==> config.mk <==
export PLATFORM = sky130hd
export DESIGN_NAME = btn_irq_debouncer_flat
export DESIGN_NICKNAME = d
export VERILOG_FILES = /design/src/rtl/btn_irq_debouncer_if.sv /design/src/rtl/btn_irq_debouncer.sv /design/src/flat_wrapper.sv
export SDC_FILE = /design/constraint.sdc
export NUM_CORES = 1
export LEC_CHECK = 0
export CAP_MARGIN = 20
export CORE_AREA = 4 4 59 61
export DETAILED_ROUTE_END_ITERATION = 10
export DIE_AREA = 0 0 63 65
export GPL_TIMING_DRIVEN = 0
export PLACE_DENSITY = 0.79
export SLEW_MARGIN = 10
export SYNTH_ARGS = -nofsm -noshare
export SYNTH_HDL_FRONTEND = slang
export SYNTH_SLANG_ARGS = --single-unit
==> constraint.sdc <==
create_clock -name CLK -period 3.4 [get_ports CLK]
set_clock_uncertainty 0.05 [all_clocks]
set_input_delay 0.85 -clock CLK [delete_from_list [all_inputs] [get_ports CLK]]
set_output_delay 0.85 -clock CLK [all_outputs]
set_load 0.02 [all_outputs]
==> src/rtl/btn_irq_debouncer_if.sv <==
// Button/interrupt bundle between the board/MCU side (master) and the debouncer (slave).
// Signal names follow the MCU wrapper's port names.
interface btn_irq_debouncer_if;
  logic       BTN_IN;
  logic       INT_ACK;
  logic       INTERRUPT;
  logic       BTN_LEVEL;
  logic [7:0] PRESS_CNT;
  logic       OVERRUN;

  modport master (
    output BTN_IN,
    output INT_ACK,
    input  INTERRUPT,
    input  BTN_LEVEL,
    input  PRESS_CNT,
    input  OVERRUN
  );

  modport slave (
    input  BTN_IN,
    input  INT_ACK,
    output INTERRUPT,
    output BTN_LEVEL,
    output PRESS_CNT,
    output OVERRUN
  );
endinterface

==> src/rtl/btn_irq_debouncer.sv <==
// Debounces a raw button into a clean level and one latched interrupt per press (cleared by INT_ACK).
// Press/release accepted DB_COUNT+2 edges after first sample; BTN_RELEASE_IRQ_EN also raises the request on release.
module btn_irq_debouncer #(
  parameter int DB_COUNT = 500_000,
  parameter int CNT_W    = 20
) (
  input  logic                CLK,
  input  logic                RST_N,
  btn_irq_debouncer_if.slave  bus
);

  typedef enum logic [1:0] {
    IDLE_LOW  = 2'd0,
    WAIT_HIGH = 2'd1,
    HELD_HIGH = 2'd2,
    WAIT_LOW  = 2'd3
  } state_t;

  localparam logic [CNT_W-1:0] CNT_LAST = CNT_W'(DB_COUNT - 1);

`ifdef BTN_RELEASE_IRQ_EN
  localparam bit REL_IRQ_EN = 1'b1;
`else
  localparam bit REL_IRQ_EN = 1'b0;
`endif

  logic             s1_q, s1_d;
  logic             s2_q, s2_d;
  state_t           state_q, state_d;
  logic [CNT_W-1:0] cnt_q, cnt_d;
  logic             lvl_q, lvl_d;
  logic             irq_q, irq_d;
  logic [7:0]       press_cnt_q, press_cnt_d;
  logic             ovr_q, ovr_d;
  logic             press_evt;
  logic             release_evt;
  logic             irq_evt;

  always_comb begin
    s1_d        = bus.BTN_IN;
    s2_d        = s1_q;
    state_d     = state_q;
    cnt_d       = cnt_q;
    press_evt   = 1'b0;
    release_evt = 1'b0;

    unique case (state_q)
      IDLE_LOW: begin
        if (s2_q) begin
          state_d = WAIT_HIGH;
          cnt_d   = '0;
        end
      end
      WAIT_HIGH: begin
        if (!s2_q) begin
          state_d = IDLE_LOW;
          cnt_d   = '0;
        end else if (cnt_q == CNT_LAST) begin
          state_d   = HELD_HIGH;
          press_evt = 1'b1;
        end else begin
          cnt_d = cnt_q + 1'b1;
        end
      end
      HELD_HIGH: begin
        if (!s2_q) begin
          state_d = WAIT_LOW;
          cnt_d   = '0;
        end
      end
      WAIT_LOW: begin
        if (s2_q) begin
          state_d = HELD_HIGH;
          cnt_d   = '0;
        end else if (cnt_q == CNT_LAST) begin
          state_d     = IDLE_LOW;
          release_evt = 1'b1;
        end else begin
          cnt_d = cnt_q + 1'b1;
        end
      end
      default: begin
        state_d = IDLE_LOW;
        cnt_d   = '0;
      end
    endcase

    // Level follows the state being entered so it changes on the accepting edge.
    lvl_d       = (state_d == HELD_HIGH) || (state_d == WAIT_LOW);
    press_cnt_d = press_cnt_q + {7'd0, press_evt};

    irq_evt = press_evt | (REL_IRQ_EN & release_evt);
    irq_d   = irq_q;
    ovr_d   = ovr_q;
    // A fresh event beats a same-cycle ack; only an unacked collision is an overrun.
    if (irq_evt) begin
      irq_d = 1'b1;
      if (irq_q && !bus.INT_ACK) begin
        ovr_d = 1'b1;
      end
    end else if (bus.INT_ACK) begin
      irq_d = 1'b0;
    end
  end

  always_ff @(posedge CLK) begin
    if (!RST_N) begin
      s1_q        <= 1'b0;
      s2_q        <= 1'b0;
      state_q     <= IDLE_LOW;
      cnt_q       <= '0;
      lvl_q       <= 1'b0;
      irq_q       <= 1'b0;
      press_cnt_q <= 8'd0;
      ovr_q       <= 1'b0;
    end else begin
      s1_q        <= s1_d;
      s2_q        <= s2_d;
      state_q     <= state_d;
      cnt_q       <= cnt_d;
      lvl_q       <= lvl_d;
      irq_q       <= irq_d;
      press_cnt_q <= press_cnt_d;
      ovr_q       <= ovr_d;
    end
  end

  assign bus.INTERRUPT = irq_q;
  assign bus.BTN_LEVEL = lvl_q;
  assign bus.PRESS_CNT = press_cnt_q;
  assign bus.OVERRUN   = ovr_q;

endmodule
==> src/flat_wrapper.sv <==
// flat-port wrapper written by rule: the top's interface ports become plain ports
module btn_irq_debouncer_flat 
#(
  parameter int DB_COUNT = 500_000,
  parameter int CNT_W    = 20
)
  (CLK, RST_N, bus_BTN_IN, bus_INT_ACK, bus_INTERRUPT, bus_BTN_LEVEL, bus_PRESS_CNT, bus_OVERRUN);
  btn_irq_debouncer_if bus_i ();
  input  logic CLK;
  input  logic RST_N;
  input wire logic [$bits(bus_i.BTN_IN)-1:0] bus_BTN_IN;
  input wire logic [$bits(bus_i.INT_ACK)-1:0] bus_INT_ACK;
  output wire logic [$bits(bus_i.INTERRUPT)-1:0] bus_INTERRUPT;
  output wire logic [$bits(bus_i.BTN_LEVEL)-1:0] bus_BTN_LEVEL;
  output wire logic [$bits(bus_i.PRESS_CNT)-1:0] bus_PRESS_CNT;
  output wire logic [$bits(bus_i.OVERRUN)-1:0] bus_OVERRUN;
  assign bus_i.BTN_IN = bus_BTN_IN;
  assign bus_i.INT_ACK = bus_INT_ACK;
  assign bus_INTERRUPT = bus_i.INTERRUPT;
  assign bus_BTN_LEVEL = bus_i.BTN_LEVEL;
  assign bus_PRESS_CNT = bus_i.PRESS_CNT;
  assign bus_OVERRUN = bus_i.OVERRUN;
  btn_irq_debouncer #(.DB_COUNT(DB_COUNT), .CNT_W(CNT_W)) u_core (.CLK(CLK), .RST_N(RST_N), .bus(bus_i));
endmodule
# --- Word level (Yosys, flattened, before mapping) ---
# Index checks and enable logic that the tools add are counted.
totals:
  ff_bits: 35
  input_bits: 4
  output_inout_bits: 11
  elab_cells: 43
op_classes:
  add_sub_neg: 2
  eq_ne: 8
  mux: 18
  reduce_logical: 7
op_table:
  columns: ["operator", "n"]
  rows:
  - ["two-way mux 20 bit", 5]
  - ["case mux 20 bit (4 select lines)", 1]
  - ["adder 20 x 1 -> 20 bit, second input constant", 1]
  - ["equality test 20 x 19 -> 1 bit, second input constant", 1]
  - ["two-way mux 2 bit", 6]
  - ["adder 8 x 1 -> 8 bit", 1]
  - ["equality test 2 bit, second input constant", 4]
  - ["case mux 2 bit (4 select lines)", 1]
  - ["two-way mux 1 bit", 5]
  - ["AND reduction 2 bit", 2]
  - ["equality test 2 x 1 -> 1 bit, second input constant", 1]
  - ["zero test 2 bit", 1]
  - ["!= test 2 x 1 -> 1 bit, second input constant", 1]
  - ["!= test 2 bit, second input constant", 1]
  - ["nonzero test 2 bit", 1]
  - ["logical AND 1 bit", 1]
  - ["zero test 1 bit", 1]
  - ["logical OR 1 bit", 1]

# --- Logic depth before layout (Yosys ltp) ---
depth:
  ltp_word: 6
  depth_mapped: 9
  ltp_nobuf: 9

# --- Least setup slack after synthesis ---
# Ideal clock, no wire load.
synth_timing:
  path_type: "flip-flop to flip-flop"
  startpoint: "reg u_core.cnt_q[0]"
  endpoint: "reg u_core.press_cnt_q[5] (netlist: u_core.bus.PRESS_CNT[5])"
  setup_ns: 0.128
  arrival_time_ns: 2.105
  t_required_ns: 3.222
  path_slack_ns: 1.117
  path_stages_with_launch: 10
  n_path_buf: 0
  synth_period_minus_slack_ns: 2.283
  path_cell_list: "dfxtp_1 ha_1 and4_1 nand4_1 nor4_2 ha_1 and3_1 nand3_1 xor2_1 nor2_1"
synth_between:
  elab_chain_cells: 5
synth_lines:
  columns: ["item", "line_no", "text"]
  rows:
  - ["start: declaration", "btn_irq_debouncer.sv:30", "logic [CNT_W-1:0] cnt_q, cnt_d;"]
  - ["start signal: assignment", "btn_irq_debouncer.sv:120", "cnt_q <= cnt_d;"]
  - ["equality test 20 x 19 -> 1 bit", "btn_irq_debouncer.sv:58", "end else if (cnt_q == CNT_LAST) begin"]
  - ["two-way mux 1 bit", "btn_irq_debouncer.sv:58", null]
  - ["two-way mux 1 bit", "btn_irq_debouncer.sv:55", "if (!s2_q) begin"]
  - ["two-way mux 1 bit", "btn_irq_debouncer.sv:47", "unique case (state_q)"]
  - ["adder 8 x 1 -> 8 bit", "btn_irq_debouncer.sv:90", "press_cnt_d = press_cnt_q + {7'd0, press_evt};"]
  - ["end signal: assignment", "btn_irq_debouncer.sv:123", "press_cnt_q <= press_cnt_d;"]
  - ["end: declaration", "btn_irq_debouncer.sv:33", "logic [7:0] press_cnt_q, press_cnt_d;"]
# Every way passes these cells.
# A chain may end at the register's enable or synchronous reset.

# --- Worst setup path in the final report ---
layout_timing:
  startpoint: "reg u_core.cnt_q[0]"
  endpoint: "reg u_core.press_cnt_q[4] (netlist: u_core.bus.PRESS_CNT[4])"
# The elaborated chain is that of the path after synthesis.

==> results.yml <==
status:
  status: "completed"
route:
  firstDrtPassIters: 4
  detail_route.vias_per_cell: 5.85
  antenna_left: 0
  post_drt_wl_per_cell_um: 13.6
  drc: 0
  drt-initial-drc-count: 57
  via_count: 1405
  routed_wl_um: 3270
yosys:
  syn_area_um2: 1610
  yosysWarnings: 0
  synth_seq_cells: 35
  synth_cells: 185
  yosysSeqAreaShare_pct: 43.4
  avgSynthCellArea_um2: 8.72
  synth_cell_types: 38
  ys.flop_type: "dfxtp_1"
  syn_nets: 192
  synth-edff-count: 0
  async_flop_share_pct: 0
critical_path:
  cpMaxStageDelayCell: "nor4_2"
  cp_cell_sequence: "ha_1, and4_1, nand4_1, nor4_2, ha_1, ha_1, nand3_1, xor2_1, nor2_1"
  rrSetupSlack_ns: 0.72
  path_class: "flip-flop to flip-flop"
  r2r_cells: 9
  cp-start-kind: "flip-flop"
  crit_end: "u_core.bus.PRESS_CNT[4]"
  arrival_ns: 2.86
  crit_required_ns: 3.58
  critPathBufInv: 0
  startpoint: "u_core.cnt_q[0]"
  timing.rr.start: "u_core.cnt_q[0]"
  critPathMaxFanout: 7
  worst_path_largest_cell_delay_ns: 0.48
  critPathTopFamily: "simple AND/OR/NAND/NOR gates"
  crit_path_end_kind: "flip-flop"
  path_depth: 9
  critPathMostFrequentCell: "ha_1"
  timing.rr.end: "u_core.bus.PRESS_CNT[4]"
finish:
  diodes: 0
  drive_gt1_share_pct: 7.73
  instances_no_fill: 240
  multi_input_area_um2: 883
  regArea_um2: 701
  syn_to_final_growth_pct: 16.3
  fill_cells: 269
  nets: 213
timing:
  rsz0062_at_grt: "no"
  fin_crit_ns: 2.68
  slew_headroom_pct: 56.3
  max_freq_ghz: 0.374
  maxSlewViolCount: 0
  setup_viol: 0
  tightest_slew_ns: 0.650
  hold_viol: 0
  period_share_pct: 78.7
  setup_tns_ns: 0
cts:
  cts-hold-fix-buffers: 0
  cts_tree: "built"
  cts_buffer_depth: 2
  clockRootBuffer: "clkbuf_4"
  cts_resized: 0
  cts_inserted_buffers: 5
  clk_latency_ns: 0.35
  cts_setup_buffers: 0
  clock_sinks: 35
  cts_max_level: 2
  clk_pin_slew_ns: 0.12
power_and_ir_drop:
  vdd_drop_max_uv: 392
  p_sw_uw: 165
  p_leak_uw: 0.000661
  seq_power_share_pct: 55.9
  swShare_pct: 22.3
  power.density_nw_per_um2: 394
  p_comb_share_pct: 3.2
  clkPwrFrac_pct: 40.8
  p_int_uw: 575
floorplanning:
  core_area_um2: 2980
  top_level_ports: 15
  rows: 20
  start_util_pct: 54.2
  chipWidth_um: 63
  dieArea_um2: 4100
  die_h_um: 65
grt:
  globalRouteOverflowTotal: 0
  grt_pass1_wl_um: 5960
  antenna_found_initial: 0
  grt_pass1_vias: 1311
  grt_usage_pct: 18.4
  grt_max_degree: 13
placement:
  gp_congestion: 0.872
  hpwlAfterDp_um: 2460
  port_buffers: 14
  dpl.cell_count: 232
job:
  cap_violations: 0
hold_path:
  min-delay-start: "u_core.s1_q"
  hold_class: "flip-flop to flip-flop"
[kinds of logic after synthesis]
kind of cell | after synthesis | synth area share, %
DFF | 35 | 43.4
muxes | 1 | 0.620
AOI/OAI and AO/OA | 35 | 12.7
adders and majority gates | 3 | 2.33
xor gates and xnor gates | 14 | 8.06
buffers and inverters | 7 | 1.86
and+or+nand+nor | 90 | 31.0
[through the flow]
step           setup WS [ns]  hold slack, ns  instance area [um^2]  power, uW  utilization [%]
5_1_grt                0.444           0.418                  1880        773             63.0
4_1_cts                0.743           0.403                  1880        747             63.0
3_3_place_gp           0.830           0.368                  1800        447             60.3
6_report               0.723           0.401                  1880        740             63.0
2_1_floorplan           1.12           0.362                  1610        438                -
3_5_place_dp           0.776           0.376                  1800        448             60.3
[area by class of cell]
type                            count  share of cell area (%)
Clock buffer                        5                    2.00
Buffer                              4                    1.00
Inverter                            3                   0.600
Tap cell                           33                    2.20
Timing Repair Buffer               14                    7.47
Multi-Input combinational cell    143                    47.1
Sequential cell                    35                    37.3
Clock inverter                      3                    2.33
[sequential cells by signal (all words and copies together), names as in the netlist]
signal / count
u_core.bus.BTN_LEVEL: 1
u_core.bus.PRESS_CNT: 8
u_core.bus.INTERRUPT: 1
u_core.s1_q: 1
u_core.s2_q: 1
u_core.bus.OVERRUN: 1
u_core.cnt_q: 20
u_core.state_q: 2
[power groups by stage]
stage	registers [uW]	logic, uW	clock network [uW]
floorplan	423	14.9	0
global placement	423	23.4	0
detailed placement	424	24.0	0
CTS	414	24.2	308
global route	415	27.0	331
finish	414	24.0	302
[routing by layer]
layer	up-vias	part of all wire (%)	global-route usage [%]
met5	-	0	0
met4	0	2.0	7.99
met3	10	5.7	5.72
met2	37	49	31.1
met1	653	44	21.3
li1	705	-	-
[placed cells by master, fill, tap and decap left out, types with 5 or more instances in the layout]
cell type,instances
nand2_1,9
or3_1,7
nand4_1,5
o21ai_0,12
xor2_1,9
dfxtp_1,35
clkdlybuf4s50_1,14
nor2_1,26
and3_1,5
clkbuf_4,5
nand3_1,14
a21oi_1,9
[synthesized netlist by cell type (all sizes together) (3+ instances only)]
cell type,instances,area (um^2)
ha,3,37.5
nor4,4,46.3
xnor2,4,35.0
nor3,5,30.0
clkbuf,3,11.3
and3,5,31.3
nor2,26,97.6
nand3b,3,22.5
a21oi,9,45.0
inv,3,11.3
nor2b,3,18.8
or3,7,43.8
nand3,15,80.1
nand4,6,43.8
and2,4,25.0
o21ai,15,78.8
nand2,9,33.8
xor2,10,95.1
a31oi,4,25.0
dfxtp,35,701
[how the worst min path moves through the flow]
stage               cells past startpoint           to  slack (ns)
floorplan                               1  u_core.s2_q        0.36
global placement                        1  u_core.s2_q        0.37
detailed placement                      1  u_core.s2_q        0.38
CTS                                     1  u_core.s2_q        0.40
global route                            1  u_core.s2_q        0.42
finish                                  1  u_core.s2_q        0.40
No activity file was read; power rests on OpenSTA's default activity.
